[config.mk]
export PLATFORM = sky130hd
export DESIGN_NAME = axi_10g_ethernet_0_link_status_filter
export DESIGN_NICKNAME = d
export VERILOG_FILES = /design/src/rtl/axi_10g_ethernet_0_pkg.sv /design/src/rtl/axi_10g_ethernet_0_sync_block.sv /design/src/rtl/axi_10g_ethernet_0_link_status_filter.sv
export SDC_FILE = /design/constraint.sdc
export NUM_CORES = 1
export LEC_CHECK = 0
export CORE_ASPECT_RATIO = 1.25
export CORE_MARGIN = 2
export CORE_UTILIZATION = 35
export DETAILED_ROUTE_END_ITERATION = 12
export SYNTH_ARGS = -nofsm -noshare
export SYNTH_HDL_FRONTEND = slang
export SYNTH_HIERARCHICAL = 1
export SYNTH_SLANG_ARGS = --single-unit
export TNS_END_PERCENT = 30
[constraint.sdc]
create_clock -name clk -period 2.6 [get_ports clk]
set_input_delay 0.52 -clock clk [delete_from_list [all_inputs] [get_ports clk]]
set_output_delay 0.52 -clock clk [all_outputs]
set_load 0.005 [all_outputs]
[src/rtl/axi_10g_ethernet_0_pkg.sv]
// rtl/axi_10g_ethernet_0_pkg.sv - shared types and defaults for the link status filter
package axi_10g_ethernet_0_pkg;

    typedef enum logic [1:0] {
        DOWN      = 2'd0,
        UP_PEND   = 2'd1,
        UP        = 2'd2,
        DOWN_PEND = 2'd3
    } lsf_state_e;

    localparam int FILTER_CYCLES_DEFAULT = 16;
    localparam int STAB_CNT_W            = 16;

endpackage

[src/rtl/axi_10g_ethernet_0_sync_block.sv]
// rtl/axi_10g_ethernet_0_sync_block.sv - multi-flop synchronizer for a single-bit level
module axi_10g_ethernet_0_sync_block #(
    parameter int C_NUM_SYNC_REGS = 5
) (
    input  logic clk_i,
    input  logic rst_n_i,
    input  logic data_i,
    output logic data_o
);

    logic [C_NUM_SYNC_REGS-1:0] sync_q;

    always_ff @(posedge clk_i or negedge rst_n_i) begin
        if (!rst_n_i) begin
            sync_q <= '0;
        end else begin
            sync_q <= {sync_q[C_NUM_SYNC_REGS-2:0], data_i};
        end
    end

    assign data_o = sync_q[C_NUM_SYNC_REGS-1];

endmodule

[src/rtl/axi_10g_ethernet_0_link_status_filter.sv]
// rtl/axi_10g_ethernet_0_link_status_filter.sv - debounced link status with latched-low and change counter
// Optional change counter enabled by macro LINK_STATUS_CHANGE_CNT_EN.
module axi_10g_ethernet_0_link_status_filter
    import axi_10g_ethernet_0_pkg::*;
#(
    parameter int C_NUM_SYNC_REGS = 5,
    parameter int FILTER_CYCLES   = FILTER_CYCLES_DEFAULT,
    parameter int CNT_W           = 8
) (
    input  logic             clk,
    input  logic             areset_n,
    input  logic             status_async,
    input  logic             clear_ll,
    output logic             status_filt,
    output logic             rise_pulse,
    output logic             fall_pulse,
    output logic             status_ll,
    output logic [CNT_W-1:0] change_cnt
);

    localparam logic [STAB_CNT_W-1:0] CNT_LAST = STAB_CNT_W'(FILTER_CYCLES - 1);

    logic                  status_s;
    lsf_state_e            state_q, state_d;
    logic [STAB_CNT_W-1:0] stab_q, stab_d;
    logic                  filt_q, filt_d;
    logic                  rise_q, rise_d;
    logic                  fall_q, fall_d;
    logic                  ll_q, ll_d;

    axi_10g_ethernet_0_sync_block #(
        .C_NUM_SYNC_REGS(C_NUM_SYNC_REGS)
    ) u_sync (
        .clk_i  (clk),
        .rst_n_i(areset_n),
        .data_i (status_async),
        .data_o (status_s)
    );

    // The PEND entry cycle counts as the first stable cycle, so the
    // transition fires when the incremented count hits FILTER_CYCLES-1.
    always_comb begin
        state_d = state_q;
        stab_d  = stab_q;
        case (state_q)
            DOWN: begin
                if (status_s) begin
                    state_d = UP_PEND;
                    stab_d  = '0;
                end
            end
            UP_PEND: begin
                if (!status_s) begin
                    state_d = DOWN;
                    stab_d  = '0;
                end else if (stab_q + 1'b1 == CNT_LAST) begin
                    state_d = UP;
                    stab_d  = '0;
                end else begin
                    stab_d  = stab_q + 1'b1;
                end
            end
            UP: begin
                if (!status_s) begin
                    state_d = DOWN_PEND;
                    stab_d  = '0;
                end
            end
            DOWN_PEND: begin
                if (status_s) begin
                    state_d = UP;
                    stab_d  = '0;
                end else if (stab_q + 1'b1 == CNT_LAST) begin
                    state_d = DOWN;
                    stab_d  = '0;
                end else begin
                    stab_d  = stab_q + 1'b1;
                end
            end
            default: begin
                state_d = DOWN;
                stab_d  = '0;
            end
        endcase
    end

    always_comb begin
        filt_d = (state_d == UP) || (state_d == DOWN_PEND);
        rise_d = (state_q == UP_PEND) && (state_d == UP);
        fall_d = (state_q == DOWN_PEND) && (state_d == DOWN);
        ll_d   = ll_q;
        if (fall_d) begin
            ll_d = 1'b0;
        end else if (clear_ll) begin
            ll_d = filt_q;
        end
    end

    always_ff @(posedge clk or negedge areset_n) begin
        if (!areset_n) begin
            state_q <= DOWN;
            stab_q  <= '0;
            filt_q  <= 1'b0;
            rise_q  <= 1'b0;
            fall_q  <= 1'b0;
            ll_q    <= 1'b0;
        end else begin
            state_q <= state_d;
            stab_q  <= stab_d;
            filt_q  <= filt_d;
            rise_q  <= rise_d;
            fall_q  <= fall_d;
            ll_q    <= ll_d;
        end
    end

    assign status_filt = filt_q;
    assign rise_pulse  = rise_q;
    assign fall_pulse  = fall_q;
    assign status_ll   = ll_q;

`ifdef LINK_STATUS_CHANGE_CNT_EN
    logic [CNT_W-1:0] chg_cnt_q, chg_cnt_d;

    always_comb begin
        chg_cnt_d = chg_cnt_q;
        if (clear_ll) begin
            chg_cnt_d = (rise_d || fall_d) ? CNT_W'(1) : '0;
        end else if ((rise_d || fall_d) && (chg_cnt_q != {CNT_W{1'b1}})) begin
            chg_cnt_d = chg_cnt_q + CNT_W'(1);
        end
    end

    always_ff @(posedge clk or negedge areset_n) begin
        if (!areset_n) begin
            chg_cnt_q <= '0;
        end else begin
            chg_cnt_q <= chg_cnt_d;
        end
    end

    assign change_cnt = chg_cnt_q;
`else
    assign change_cnt = '0;
`endif

endmodule

==> impl_metrics.ini, run 1 <==
[placed_design]
placed_area_um2 = 1700
numPortBuffers = 7
place_hpwl_um = 2110
gp_congestion = 0.832
dp_slack_ns = 0.113

[logic_synthesis]
netlist_top_cells_area = dfrtp_1 43%, nand2_1 6.7%, o21ai_0 4.8%
postSynthAreaPerCell_um2 = 9.28
yosysSeqAreaShare_pct = 43.3
ys_types = 44
synth_common_cells = 28 x nand2_1, 27 x dfrtp_1, 15 x o21ai_0
syn_inst = 168
ys_warn_count = 6
synth_top_area_share_pct = 43.3
synth_top_area_cell = dfrtp_1
synth.most_common_cell = nand2_1
synth_edf_count = 0
ys_seq_elements = 27
synthFlopType = dfrtp_1
synth_area_um2 = 1560
async_flop_share_pct = 100

[sta]
clock.fmax_mhz = 407
hold_viol = 0
finalCriticalPeriod_ns = 2.45
setup_ws_ns = 0.146
fin_crit_sh_pct = 94.4
slew_violations = 0
skew_ns = 0.00232
rsz0062_at_grt = false
setup_viol = 0
fin_setup_tns_ns = 0

[clock_tree]
cts_setup_buffers = 0
cts_sinks = 27
clkLatencyLatePin_ns = 0.27
clkTransAtPathRegs_ns = 0.09
clockBufferDepth = 2
cts.htree.levels = 1
numCtsBuffers = 3
cts_tree = built
cts_root_buffer = clkbuf_8

[routing]
first_iter_violations = 50
wl_per_cell_um = 11.8
routed_wl_um = 2830
num_vias = 1162
drc = 0
viasPerCell = 4.86
drtAntennaViolNets = 0
drtPass1Iterations = 4

[worst_setup_path]
crit_start = stab_q[0]
cp_max_fo = 7
cp_cell_sequence = ha_1 > a31o_1 > a221o_1 > a2111oi_4 > nand4_2 > or3_4 > mux2_4
cp_num_cells = 7
ff2ff_path_depth = 7
crit_type = flip-flop to flip-flop
start_kind = flip-flop
crit_required_ns = 2.76
r2r-start = stab_q[0]
critPathArrivalTime_ns = 2.62
endpoint_kind = flip-flop
critPathMaxStageDelay_ns = 0.40
timing.critical_path.buf_inv = 0
crit_family = compound AO/OA/AOI/OAI gates
rrSetupSlack_ns = 0.15
critPathSlowestCell = or3_4
endpoint = state_q[1]
r2r-end = state_q[1]

[power_and_ir_drop]
powerDensity_nw_per_um2 = 412
peakVddDrop_mv = 0.129
p_leak_nw = 0.731

[global_routing]
antenna_found_initial = 0
grt-ovfl-total = 0
grt_pass1_wl_um = 4750
grt_pass1_vias = 1059
grt_usage_pct = 12.1
grt_max_degree = 28

[die]
die_x_um = 63.7
die_h_um = 78.6
start_util_pct = 35.8
core.rowCount = 27
ios = 16
die_area_um2 = 5010
core_area_um2 = 4360

[cells_and_area]
layout-drive-gt1-share_pct = 15.5
stdcell_area_um2 = 1760
regArea_um2 = 676
n_fill_cell = 427
fin_util_pct = 40.5
fin_nets = 189
diodes = 0
syn_to_final_growth_pct = 13.1
multi_input_area_um2 = 787

[flow_run]
maxCapViolCount = 0

[hold_path]
hold_path.class = flip-flop to flip-flop

[status]
status = complete, no violations
## stage by stage
step / total power [mW] / instances / hold slack [ns]
finish: 0.726 / 239 / 0.356
global placement: 0.495 / 235 / 0.332
detailed placement: 0.496 / 235 / 0.336
CTS: 0.742 / 239 / 0.359
global route: 0.770 / 239 / 0.373
floorplan: 0.475 / 175 / 0.224
## final cells by class
class	instances	share of cell area [%]
Clock buffer	3	2.34
Timing Repair Buffer	19	9.08
Tap cell	58	4.12
Sequential cell	27	38.3
Multi-Input combinational cell	126	44.6
Clock inverter	1	0.426
Inverter	5	1.06
## placed cells by master (no fill, tap or decap), drive strengths merged, types with 2 or more instances in the layout
cell type	instances
nor3	4
nor2	9
xor2	2
o211ai	2
buf	12
a31oi	2
dfrtp	27
nand4	6
xnor2	6
inv	5
and2	2
o31ai	2
ha	3
nand3	10
mux2	3
clkdlybuf4s50	7
nand2	28
or3	4
nor4	3
clkbuf	3
or2	2
conb	8
o21ai	15
## how the worst min path moves through the flow
stage	startpoint	endpoint	slack, ns	cells after the start
finish	u_sync/sync_q[0]	u_sync/sync_q[1]	0.36	0
global route	u_sync/sync_q[0]	u_sync/sync_q[1]	0.37	0
CTS	u_sync/sync_q[0]	u_sync/sync_q[1]	0.36	0
detailed placement	u_sync/sync_q[0]	u_sync/sync_q[1]	0.34	0
global placement	u_sync/sync_q[0]	u_sync/sync_q[1]	0.33	0
floorplan	areset_n	fall_pulse	0.22	0
## worst register-to-register path: stages, from the launching register on
cell and delay, ns:
dfrtp_1 0.39, ha_1 0.27, a31o_1 0.25, a221o_1 0.33
a2111oi_4 0.22, nand4_2 0.18, or3_4 0.40, mux2_4 0.31
## what timing repair did
action,in CTS,in global routing
gates resized for setup,0,2
setup endpoints to repair,0,2
hold buffers,0,0
## routing by layer
metal | up-vias | routed length, um | global-route usage (%)
met5 | - | 0 | 0
met4 | 0 | 47 | 5.22
met3 | 4 | 60 | 1.29
met2 | 15 | 1430 | 21.4
met1 | 544 | 1300 | 14.7
li1 | 599 | - | -
## sequential cells by signal (all words and copies together), names as in the netlist
| register | flops |
|---|---|
| u_sync/sync_q | 5 |
| fall_pulse | 1 |
| stab_q | 16 |
| status_filt | 1 |
| state_q | 2 |
| status_ll | 1 |
| rise_pulse | 1 |
## cell families after synthesis
family / after synthesis / synth area share [%]
buf+inv: 22 / 8.59
simple gates: 72 / 23.6
flops: 27 / 43.3
fa+ha+maj: 3 / 2.41
mux: 4 / 3.29
xor+xnor: 8 / 4.49
compound gates: 31 / 14.0
other cells: 1 / 0.241
## where the power goes
| part | switching [mW] | internal (mW) | total, mW | leakage [nW] |
|---|---|---|---|---|
| clock network | 0.131 | 0.109 | 0.240 | 0.0217 |
| logic | 0.0332 | 0.0200 | 0.0532 | 0.347 |
| registers | 0.00523 | 0.428 | 0.433 | 0.362 |
| total | 0.169 | 0.556 | 0.726 | 0.731 |
No activity file was read; power rests on OpenSTA's default activity.
==> run 2, diff against run 1 <==
--- a/config.mk
+++ b/config.mk
@@ -11,6 +11,5 @@
 export DETAILED_ROUTE_END_ITERATION = 12
 export SYNTH_ARGS = -nofsm -noshare
 export SYNTH_HDL_FRONTEND = slang
-export SYNTH_HIERARCHICAL = 1
 export SYNTH_SLANG_ARGS = --single-unit
 export TNS_END_PERCENT = 30
==> run 2 against run 1 <==
Effect of this change:
- hold slack barely moved
- final cell count rose by 1.3%
- total power rose by 0.81%
- worst setup slack improved by 0.053 ns
- first-iteration DRC count fell by 26%
- highest routed layer unchanged
- critical path type unchanged
==> impl_metrics.ini, run 2 <==
[worst_setup_path]
endpoint_kind = flip-flop
r2r-start = stab_q[3]
cp_max_fo = 10
start_kind = flip-flop
r2r-end = state_q[1]
ff2ff_path_depth = 6
crit_required_ns = 2.77
crit_start = stab_q[3]
critPathArrivalTime_ns = 2.57
rrSetupSlack_ns = 0.20
crit_type = flip-flop to flip-flop

[logic_synthesis]
synth_area_um2 = 1740
ys_warn_count = 0
synth_top_area_cell = dfrtp_1
yosysSeqAreaShare_pct = 38.8
syn_inst = 177
synth_common_cells = 27 x dfrtp_1, 27 x nand2_1, 15 x o21ai_0
postSynthAreaPerCell_um2 = 9.83
synth_top_area_share_pct = 38.8
synth_edf_count = 0
ys_types = 50
synthFlopType = dfrtp_1
ys_seq_elements = 27
async_flop_share_pct = 100
netlist_top_cells_area = dfrtp_1 39%, nand2_1 5.8%, buf_4 4.3%

[clock_tree]
cts_root_buffer = clkbuf_8
cts.htree.levels = 1
hold_buffers = 0
cts_setup_buffers = 0
cts_sinks = 27
clkTransAtPathRegs_ns = 0.10
post_cts_resized = 0
clkLatencyLatePin_ns = 0.28
cts_tree = built
numCtsBuffers = 3
clockBufferDepth = 2

[cells_and_area]
final_cell_mix = 27 x nand2_1, 27 x dfrtp_1, 15 x o21ai_0
fin_nets = 190
regMostFlops = stab_q
reg.largest.list = stab_q x16, u_sync.sync_q x5, state_q x2
layout-drive-gt1-share_pct = 16.5
largest_reg_flops = 16
syn_to_final_growth_pct = 7.19
diodes = 0

[power_and_ir_drop]
peakVddDrop_mv = 0.177
powerDensity_nw_per_um2 = 392
finalPower_mw = 0.732
p_leak_nw = 0.781

[routing]
drtAntennaViolNets = 0
num_vias = 1222
routed_wl_um = 3350
wl_per_cell_um = 13.9
viasPerCell = 5.05
drtPass1Iterations = 4
first_iter_violations = 37
drc = 0

[die]
core.rowCount = 28
die_h_um = 82.8
core_area_um2 = 4760
die_area_um2 = 5560
start_util_pct = 36.5
die_x_um = 67.1
ios = 16

[hold_path]
min_to = u_sync.sync_q[2]
hold_path.class = flip-flop to flip-flop
hp-start = u_sync.sync_q[1]
min_path_cells = 0

[status]
status = complete, no violations

[placed_design]
numPortBuffers = 7
place_hpwl_um = 2470
dp_slack_ns = 0.141
gp_congestion = 0.820

[sta]
rsz0062_at_grt = false
finalCriticalPeriod_ns = 2.40
setup_viol = 0
setup_ws_ns = 0.199
fin_setup_tns_ns = 0
skew_ns = 0.00533
max_slew.worst_pin.slew_ns = 1.11
slew_violations = 0
hold_viol = 0
clock.fmax_mhz = 416
fin_crit_sh_pct = 92.3
relSlewSlack_pct = 25.7

[flow_run]
maxCapViolCount = 0

[global_routing]
grt_usage_pct = 13.9
grt_pass1_vias = 1263
grt_max_degree = 28
grt_pass1_wl_um = 6230
grt-ovfl-total = 0
antenna_found_initial = 0
-- run 2: power breakdown --
part,internal (mW),switching [mW],total (mW)
clock network,0.109,0.143,0.252
logic,0.0134,0.0305,0.0440
registers,0.427,0.00847,0.435
-- run 2: metrics by stage --
| step | util, % | instances | hold slack, ns | area [um2] |
|---|---|---|---|---|
| floorplan | - | 184 | 0.224 | 1770 |
| global placement | 38.1 | 238 | 0.332 | 1810 |
| detailed placement | 38.1 | 238 | 0.335 | 1810 |
| CTS | 39.1 | 242 | 0.358 | 1860 |
| global route | 39.2 | 242 | 0.374 | 1870 |
| finish | 39.2 | 242 | 0.356 | 1870 |
-- run 2: layout make-up --
class / count / area (um2)
clock inverters: 1 / 7.51
fillers: 503 / 2900
inverters: 4 / 15.0
multi-input cells: 136 / 951
well taps: 60 / 75.1
repair buffers: 11 / 100
flip-flops and latches: 27 / 676
clock buffers: 3 / 41.3
-- run 2: cell families after synthesis --
kind of cell    after synthesis  share of synthesized area, %
simple gates                 81                          30.9
other cells                   1                         0.215
buf+inv                      21                          8.27
flops                        27                          38.8
fa+ha+maj                     3                          2.16
mux                           4                          2.88
xor+xnor                      8                          4.03
compound gates               32                          12.7
-- run 2: worst max-delay path, cell delays in order, from the launching register on --
cell and delay, ns:
dfrtp_1 0.59, nand4_2 0.28, nor4_4 0.38, mux2i_2 0.33
nand4b_4 0.17, nor3_4 0.22, mux2_4 0.32
-- run 2: worst max path at each step --
stage	end	slack, ns	depth (start not counted)
after floorplan	state_q[1]	0.49	7
after global placement	state_q[1]	0.17	6
after detailed placement	state_q[1]	0.14	6
after CTS	state_q[1]	0.13	6
after global routing	status_filt	0.01	7
final	state_q[1]	0.20	6
-- run 2: layer usage --
layer  share of wire [%]  track usage (%)  vias to the layer above  routed length (um)
li1                    -                -                      622                   -
met5                   0                0                        -                   0
met4                0.69             2.60                        0                  23
met3                 1.9             2.03                        4                  64
met2                  50             23.1                       10                1690
met1                  47             19.0                      586                1580
